===== config.mk =====
export PLATFORM = sky130hd
export DESIGN_NAME = mlp_layer_engine_flat
export DESIGN_NICKNAME = d
export VERILOG_FILES = /design/src/rtl/mlp_layer_engine_if.sv /design/src/rtl/mlp_layer_engine.sv /design/src/flat_wrapper.sv
export SDC_FILE = /design/constraint.sdc
export NUM_CORES = 1
export LEC_CHECK = 0
export CORE_MARGIN = 3
export CORE_UTILIZATION = 40
export DETAILED_ROUTE_END_ITERATION = 10
export DONT_BUFFER_PORTS = 1
export GPL_TIMING_DRIVEN = 0
export PLACE_DENSITY = 0.6
export SETUP_SLACK_MARGIN = 0.5
export SYNTH_ARGS = -nofsm -noshare
export SYNTH_HDL_FRONTEND = slang
export SYNTH_SLANG_ARGS = --single-unit

===== constraint.sdc =====
create_clock -name clk -period 5 [get_ports clk]
set_clock_uncertainty 0.05 [all_clocks]
set_input_delay 0.75 -clock clk [delete_from_list [all_inputs] [get_ports clk]]
set_output_delay 0.75 -clock clk [all_outputs]
set_load 0.005 [all_outputs]

===== src/rtl/mlp_layer_engine_if.sv =====
// mlp_layer_engine_if: control, configuration and RAM-port bundle for mlp_layer_engine.
// master: engine side. It drives Done, the A/W RAM read requests and the result RAM writes.
// slave:  control FSM / RAM side. It drives Start, the dimensions, act_mode and the RAM read data.
interface mlp_layer_engine_if #(
   parameter int WIDTH       = 8,
   parameter int DIM_BITS    = 8,
   parameter int A_ADDR_BITS = 9,
   parameter int W_ADDR_BITS = 5,
   parameter int R_ADDR_BITS = 8
);
   logic                   Start;
   logic                   Done;
   logic [DIM_BITS-1:0]    num_rows;
   logic [DIM_BITS-1:0]    num_inputs;
   logic [DIM_BITS-1:0]    num_outputs;
   logic                   act_mode;
   logic                   A_read_en;
   logic [A_ADDR_BITS-1:0] A_read_address;
   logic [WIDTH-1:0]       A_read_data_out;
   logic                   W_read_en;
   logic [W_ADDR_BITS-1:0] W_read_address;
   logic [WIDTH-1:0]       W_read_data_out;
   logic                   R_write_en;
   logic [R_ADDR_BITS-1:0] R_write_address;
   logic [WIDTH-1:0]       R_write_data_in;

   modport master (
      input  Start, num_rows, num_inputs, num_outputs, act_mode, A_read_data_out, W_read_data_out,
      output Done, A_read_en, A_read_address, W_read_en, W_read_address,
             R_write_en, R_write_address, R_write_data_in
   );

   modport slave (
      output Start, num_rows, num_inputs, num_outputs, act_mode, A_read_data_out, W_read_data_out,
      input  Done, A_read_en, A_read_address, W_read_en, W_read_address,
             R_write_en, R_write_address, R_write_data_in
   );
endinterface


===== src/rtl/mlp_layer_engine.sv =====
// mlp_layer_engine: fully-connected layer R[r][n] = act(bias[n] + sum_k A[r][k]*W[n][k]).
// Ports: clk, resetn (async, active-low), bus (mlp_layer_engine_if.master) carrying Start/Done,
// the M/K/N/act_mode configuration, the A and W RAM read ports and the result RAM write port.
module mlp_layer_engine #(
   parameter int WIDTH       = 8,
   parameter int DIM_BITS    = 8,
   parameter int A_ADDR_BITS = 9,
   parameter int W_ADDR_BITS = 5,
   parameter int R_ADDR_BITS = 8,
   parameter int ACC_BITS    = 2*WIDTH+DIM_BITS
) (
   input logic                clk,
   input logic                resetn,
   mlp_layer_engine_if.master bus
);
   typedef enum logic [2:0] {IDLE, LOAD_BIAS, MAC, WRITE, DONE} state_t;

   state_t                  state, state_nx;
   logic [DIM_BITS-1:0]     m_q, k_q, n_q, k_cnt, r_cnt, n_cnt;
   logic                    act_q;
   logic [A_ADDR_BITS-1:0]  a_ptr;
   logic [W_ADDR_BITS-1:0]  w_ptr, w_base;
   logic [R_ADDR_BITS-1:0]  r_ptr;
   logic [2*WIDTH-1:0]      prod;
   logic [ACC_BITS-1:0]     acc, bias_ext, prod_ext, sum;
   logic [ACC_BITS-WIDTH-1:0] v;
   logic [WIDTH-1:0]        sat, res;
   logic                    rd, last_k, last_row, last_el, zero_mn, start_run;

   // Data returned by the RAMs belongs to the addresses issued in the previous cycle.
   assign prod     = {{WIDTH{1'b0}}, bus.A_read_data_out} * {{WIDTH{1'b0}}, bus.W_read_data_out};
   assign prod_ext = ACC_BITS'(prod);
   assign bias_ext = ACC_BITS'({bus.W_read_data_out, {WIDTH{1'b0}}});
   // With K=0 the bias arrives during WRITE itself, so it is the whole sum.
   assign sum      = (k_q == '0) ? bias_ext : acc + prod_ext;
   assign v        = sum[ACC_BITS-1:WIDTH];
   assign sat      = |(v >> WIDTH) ? '1 : v[WIDTH-1:0];
   assign res      = act_q ? {WIDTH{sat[WIDTH-1]}} : sat;

   assign last_k    = k_cnt == k_q - 1'b1;
   assign last_row  = r_cnt == m_q - 1'b1;
   assign last_el   = last_row && (n_cnt == n_q - 1'b1);
   assign zero_mn   = (m_q == '0) || (n_q == '0);
   assign start_run = (state == IDLE) && (state_nx == LOAD_BIAS);

   always_ff @(posedge clk or negedge resetn)
      if (!resetn) state <= IDLE;
      else state <= state_nx;

   always_comb begin
      state_nx           = state;
      rd                 = (state == LOAD_BIAS) || (state == MAC);
      bus.A_read_en      = rd;
      bus.W_read_en      = rd;
      bus.A_read_address = rd ? a_ptr : '0;
      bus.W_read_address = rd ? w_ptr : '0;
      case (state)
         IDLE:      state_nx = (bus.Start && !bus.Done) ? LOAD_BIAS : IDLE;
         LOAD_BIAS: state_nx = !bus.Start ? IDLE : zero_mn ? DONE : (k_q == '0) ? WRITE : MAC;
         MAC:       state_nx = !bus.Start ? IDLE : last_k ? WRITE : MAC;
         WRITE:     state_nx = !bus.Start ? IDLE : last_el ? DONE : LOAD_BIAS;
         DONE:      state_nx = bus.Start ? DONE : IDLE;
         default:   state_nx = IDLE;
      endcase
   end

   // Addresses come from running pointers: a_ptr walks A row by row (reset to 0 when a neuron's
   // rows are finished), w_ptr walks bias+weights and rewinds to w_base for every row,
   // r_ptr is simply the element count because R is column-major with rows inner.
   always_ff @(posedge clk or negedge resetn) begin
      if (!resetn) begin
         bus.Done            <= 1'b0;
         bus.R_write_en      <= 1'b0;
         bus.R_write_address <= '0;
         bus.R_write_data_in <= '0;
         m_q                 <= '0;
         k_q                 <= '0;
         n_q                 <= '0;
         act_q               <= 1'b0;
         k_cnt               <= '0;
         r_cnt               <= '0;
         n_cnt               <= '0;
         a_ptr               <= '0;
         w_ptr               <= '0;
         w_base              <= '0;
         r_ptr               <= '0;
         acc                 <= '0;
      end else begin
         bus.Done       <= state_nx == DONE;
         bus.R_write_en <= (state == WRITE) && bus.Start;
         if (start_run) begin
            m_q    <= bus.num_rows;
            k_q    <= bus.num_inputs;
            n_q    <= bus.num_outputs;
            act_q  <= bus.act_mode;
            r_cnt  <= '0;
            n_cnt  <= '0;
            a_ptr  <= '0;
            w_ptr  <= '0;
            w_base <= '0;
            r_ptr  <= '0;
         end
         if (state == LOAD_BIAS) begin
            w_ptr <= w_ptr + 1'b1;
            k_cnt <= '0;
         end
         if (state == MAC) begin
            acc   <= (k_cnt == '0) ? bias_ext : acc + prod_ext;
            a_ptr <= a_ptr + 1'b1;
            w_ptr <= w_ptr + 1'b1;
            k_cnt <= k_cnt + 1'b1;
         end
         if ((state == WRITE) && bus.Start) begin
            acc                 <= sum;
            bus.R_write_data_in <= res;
            bus.R_write_address <= r_ptr;
            r_ptr               <= r_ptr + 1'b1;
            r_cnt               <= last_row ? '0 : r_cnt + 1'b1;
            n_cnt               <= last_row ? n_cnt + 1'b1 : n_cnt;
            a_ptr               <= last_row ? '0 : a_ptr;
            w_base              <= last_row ? w_ptr : w_base;
            w_ptr               <= last_row ? w_ptr : w_base;
         end
      end
   end
endmodule


===== src/flat_wrapper.sv =====
// flat-port wrapper written by rule: the top's interface ports become plain ports
module mlp_layer_engine_flat 
#(
   parameter int WIDTH       = 8,
   parameter int DIM_BITS    = 8,
   parameter int A_ADDR_BITS = 9,
   parameter int W_ADDR_BITS = 5,
   parameter int R_ADDR_BITS = 8,
   parameter int ACC_BITS    = 2*WIDTH+DIM_BITS
)
  (clk, resetn, bus_Start, bus_num_rows, bus_num_inputs, bus_num_outputs, bus_act_mode, bus_A_read_data_out, bus_W_read_data_out, bus_Done, bus_A_read_en, bus_A_read_address, bus_W_read_en, bus_W_read_address, bus_R_write_en, bus_R_write_address, bus_R_write_data_in);
  mlp_layer_engine_if #(.WIDTH(WIDTH), .DIM_BITS(DIM_BITS), .A_ADDR_BITS(A_ADDR_BITS), .W_ADDR_BITS(W_ADDR_BITS), .R_ADDR_BITS(R_ADDR_BITS)) bus_i ();
  input logic clk;
  input logic resetn;
  input wire logic [$bits(bus_i.Start)-1:0] bus_Start;
  input wire logic [$bits(bus_i.num_rows)-1:0] bus_num_rows;
  input wire logic [$bits(bus_i.num_inputs)-1:0] bus_num_inputs;
  input wire logic [$bits(bus_i.num_outputs)-1:0] bus_num_outputs;
  input wire logic [$bits(bus_i.act_mode)-1:0] bus_act_mode;
  input wire logic [$bits(bus_i.A_read_data_out)-1:0] bus_A_read_data_out;
  input wire logic [$bits(bus_i.W_read_data_out)-1:0] bus_W_read_data_out;
  output wire logic [$bits(bus_i.Done)-1:0] bus_Done;
  output wire logic [$bits(bus_i.A_read_en)-1:0] bus_A_read_en;
  output wire logic [$bits(bus_i.A_read_address)-1:0] bus_A_read_address;
  output wire logic [$bits(bus_i.W_read_en)-1:0] bus_W_read_en;
  output wire logic [$bits(bus_i.W_read_address)-1:0] bus_W_read_address;
  output wire logic [$bits(bus_i.R_write_en)-1:0] bus_R_write_en;
  output wire logic [$bits(bus_i.R_write_address)-1:0] bus_R_write_address;
  output wire logic [$bits(bus_i.R_write_data_in)-1:0] bus_R_write_data_in;
  assign bus_i.Start = bus_Start;
  assign bus_i.num_rows = bus_num_rows;
  assign bus_i.num_inputs = bus_num_inputs;
  assign bus_i.num_outputs = bus_num_outputs;
  assign bus_i.act_mode = bus_act_mode;
  assign bus_i.A_read_data_out = bus_A_read_data_out;
  assign bus_i.W_read_data_out = bus_W_read_data_out;
  assign bus_Done = bus_i.Done;
  assign bus_A_read_en = bus_i.A_read_en;
  assign bus_A_read_address = bus_i.A_read_address;
  assign bus_W_read_en = bus_i.W_read_en;
  assign bus_W_read_address = bus_i.W_read_address;
  assign bus_R_write_en = bus_i.R_write_en;
  assign bus_R_write_address = bus_i.R_write_address;
  assign bus_R_write_data_in = bus_i.R_write_data_in;
  mlp_layer_engine #(.WIDTH(WIDTH), .DIM_BITS(DIM_BITS), .A_ADDR_BITS(A_ADDR_BITS), .W_ADDR_BITS(W_ADDR_BITS), .R_ADDR_BITS(R_ADDR_BITS), .ACC_BITS(ACC_BITS)) u_core (.clk(clk), .resetn(resetn), .bus(bus_i));
endmodule

==> reports/summary.md <==
For the largest net degree at the start of global routing, the log shows 122. The initial utilization of the core area, before any placement, comes to 41.4%. The worst-case IR drop observed on VDD is 0.413 mV.

CTS placed an instance of clkbuf_16 at the clock tree root. The tools report the via count of the first global-routing pass as 8044. The clock latency at the later pin of the worst-skew pair came out at 430 ps. The ratio of cells with drive above 1 in the final layout is 16.9%, and the leakage power figure is 5.30 nW. The checks that failed: negative setup slack. Setup violations remaining at the end of the flow were counted as 6.

0 antenna diodes ended up in the layout. The run finished, with violations left. The final number of max-transition violations was 0; the part of the Yosys area used for sequential elements was 31.8%. After synthesis the netlist holds a flip-flop and latch count of 121. From left edge to right edge, the die measures 160 um.

The period utilization came out at 101%. The power density over the cells was 744 nW/um^2. In this run the deepest clock path goes through 2 buffers.

The number of top-level pins was 78. The first global-routing pass estimated 41900 um of wire. After synthesis, the netlist uses 81 different library cells. The worst min-delay path category is input port to asynchronous set/reset pin. Dividing the detail-routed wire length by the instance count gives 17.3 um. Across all hold checks on the routed design, the worst slack comes to 240 ps. Endpoint type of the worst setup path: a flip-flop.

For this run, the number of Yosys warnings is 0. The logs give 0 for the max capacitance violation total and 5240 ps for the required time at the endpoint of the critical path. The worst max-slew margin expressed relative to the limit is 31.4%, and the maximum cell stage delay along the critical path is 550 ps.

The count of flip-flops with a built-in enable after synthesis is 0, and the overall power consumption is 8.61 mW. Synthesis handed over a netlist of 1106 instances. For this run, the leading register cell type out of synthesis is dfrtp_1. In this run the worst path has a maximum fanout of 6.

The core region is 23100 um^2. The run gives 20.0% as the total track usage. The tools report the combined area of all synthesized cells as 9540 um^2. The detailed router finished its first iteration with 545 violations.

STA classifies the critical path startpoint as an input port. Final antenna-violating net count: 0. After legalization and detailed placement, the total HPWL measured 18300 um. The deepest level of the CTS H-tree is 4. The worst path in the final design needs a cycle of 5070 ps, including I/O delays and setup. The die covers 25700 um^2. The class of the most critical setup path is input port to flip-flop. Before antenna repair, the detailed router went through 5 iterations. The worst path setup slack after routing is -67.9 ps, and the post-route DRC violation count is 0.

The net count of the finished layout is 1308. When the netlist entered floorplanning its net count stood at 1253. For this block, the via count after detailed routing is 7999.

Setup repair after global routing could not meet its margin everywhere. Using the TritonRoute via totals, the vias-per-cell ratio works out to 5.38. Static timing analysis puts the maximum clock frequency at 197 MHz.

Placer's final routability congestion estimate: 0.876. The run gives 17 as the clock buffer count from CTS. The count of endpoints failing hold in the final timing report is 0, and the actual slew at the worst max-slew pin is 1030 ps. Walking the worst path, the cells encountered are clkbuf_16 -> and2_4 -> fa_1 -> fa_2 -> inv_2 -> fa_2 -> fa_1 -> inv_2 -> ha_4 -> buf_6 -> a211oi_4 -> o21bai_2 -> a211oi_4 -> nor3_4 -> or4_4 -> a2111oi_4 -> buf_6 -> a211oi_2.

The tools report the row count as 55. Clock-pin slew was measured on the worst setup and hold paths at 60 ps. The run gives 0 as the initial antenna violation count. The die span in y was 160 um; the relative area change from synthesis to final layout was 21.3%. Counting every sink on the clock net gives 121.

TritonCTS built the clock tree. Data arrives at the worst endpoint at 5310 ps. The total overflow left after global routing is 0. The average cell area after synthesis is 8.62 um^2, and the count of buffers from port buffering is 0. For this block, the routed nets add up to 25700 um of wire.

The cell with the largest stage delay on the worst path was fa_2. The proportion of synthesized flip-flops having asynchronous set or reset came out at 100%.
-- logic make-up (layout without fill, tap and decap cells) --
kind of cell,Yosys count,after routing,share of synthesized area (%)
and+or+nand+nor,426,426,21.7
AOI/OAI and AO/OA,230,230,16.6
buffers and inverters,168,236,6.97
DFF,121,121,31.8
adders and majority gates,103,103,17.5
xor gates and xnor gates,47,47,4.32
muxes,11,11,1.17
-- layout by cell type (no fill, tap or decap), types with 5 or more instances in the layout --
cell type and n:
a21o_1 11, a21oi_1 31, a21oi_2 6, a22o_1 8, a31oi_1 16, and2_1 50, and2_4 7, and3_1 12
buf_2 5, buf_4 27, buf_6 12, clkbuf_1 32, clkbuf_16 22, dfrtp_1 121, fa_1 44, fa_2 6
ha_1 45, ha_4 7, inv_1 108, inv_2 9, mux2i_1 8, nand2_1 173, nand2_2 5, nand2b_1 12
nand3_1 28, nand4_1 15, nor2_1 54, nor2b_1 6, nor3_1 15, nor4_1 7, o211ai_1 11, o21ai_0 54
o21ai_1 12, o22ai_1 6, or3_1 7, xnor2_1 23, xor2_1 20
-- cell usage after synthesis, types with 7 or more instances --
master / instances / area [um^2]
mux2i_1: 10 / 100
a21oi_1: 37 / 185
fa_1: 50 / 1000
nand3_1: 29 / 145
a22o_1: 8 / 70.1
xnor2_1: 25 / 219
o211ai_1: 11 / 82.6
a31oi_1: 18 / 113
nor3_1: 19 / 95.1
ha_1: 53 / 663
and2_1: 57 / 357
inv_1: 117 / 439
nand2b_1: 14 / 87.6
nand4_1: 15 / 93.8
xor2_1: 22 / 193
a21o_1: 11 / 82.6
or3_1: 7 / 43.8
nor4_1: 7 / 43.8
nor2_1: 56 / 210
dfrtp_1: 121 / 3030
clkbuf_1: 39 / 146
and3_1: 13 / 81.3
o21ai_0: 70 / 350
o31ai_1: 7 / 52.6
nand2_1: 180 / 676
-- layer usage --
| layer | GRT usage (%) | part of all wire [%] |
|---|---|---|
| met3 | 4.75 | 5.4 |
| met4 | 5.29 | 1.8 |
| met1 | 28.2 | 48 |
| met5 | 0 | 0 |
| met2 | 30.9 | 45 |
-- worst max-delay path, delay by kind of cell --
kind	cells	cell delay, ps
AOI/OAI and AO/OA	5	1050
and+or+nand+nor	3	730
adders and majority gates	5	2200
buffers and inverters	5	590
-- registers in the layout, summed over array words and instances (netlist names) --
register and flops:
u_core.w_base 5, u_core.w_ptr 5, u_core.k_q 8, u_core.bus.Done 1, u_core.acc 24, u_core.state 3
u_core.bus.R_write_en 1, u_core.a_ptr 9, u_core.m_q 8, u_core.bus.R_write_address 8, u_core.act_q 1, u_core.r_ptr 8
u_core.bus.R_write_data_in 8, u_core.k_cnt 8, u_core.n_q 8, u_core.r_cnt 8, u_core.n_cnt 8
-- path summary, 6_finish.rpt --
check,slack [ps],cells past startpoint,start,endpoint
hold / removal,240,1,resetn,u_core.a_ptr[6]$_DFFE_PN0P_
hold reg to reg,430,2,u_core.acc[8]$_DFFE_PN0P_,u_core.acc[8]$_DFFE_PN0P_
min in group clk,380,2,bus_num_outputs[4],u_core.n_q[4]$_DFFE_PN0P_
setup / recovery,-70,18,bus_W_read_data_out[7],u_core.bus.R_write_data_in[1]$_DFFE_PN0P_
max in group asynchronous,4170,1,resetn,u_core.bus.R_write_address[3]$_DFFE_PN0P_
setup reg to reg,80,17,u_core.acc[4]$_DFFE_PN0P_,u_core.bus.R_write_data_in[1]$_DFFE_PN0P_
-- area by class of cell --
type                            instances  area, um^2
Buffer                                 51         369
Clock buffer                           18         429
Clock inverter                         14         188
Fill cell                            2161       11500
Inverter                              117         439
Multi-Input combinational cell        817        6400
Sequential cell                       121        3030
Tap cell                              313         392
Timing Repair Buffer                   36         324
-- where the power goes --
group | switching (mW) | internal [mW]
combinational | 3.26 | 2.57
clock | 0.516 | 0.798
sequential | 0.259 | 1.21
-- per-stage QoR --
stage | util [%] | area [um^2] | instances | TNS (ps) | setup WS, ps
floorplan | - | 9770 | 1106 | -2020 | -350
global placement | 44.1 | 10200 | 1419 | -5480 | -783
detailed placement | 44.1 | 10200 | 1419 | -5760 | -829
CTS | 48.5 | 11200 | 1471 | -432 | -79.3
global route | 50.2 | 11600 | 1487 | -981 | -175
finish | 50.2 | 11600 | 1487 | -320 | -67.9
-- what timing repair did --
action                                  in CTS  in global routing
pin swaps                                   37                 42
gates resized for setup                     45                 62
endpoints found under the setup margin      14                 24
endpoints found under the hold margin      121                  0
hold buffers                                 1                  0
setup buffers                               19                 15
gates cloned                                 0                  1
(Power assumes the default switching activity.)
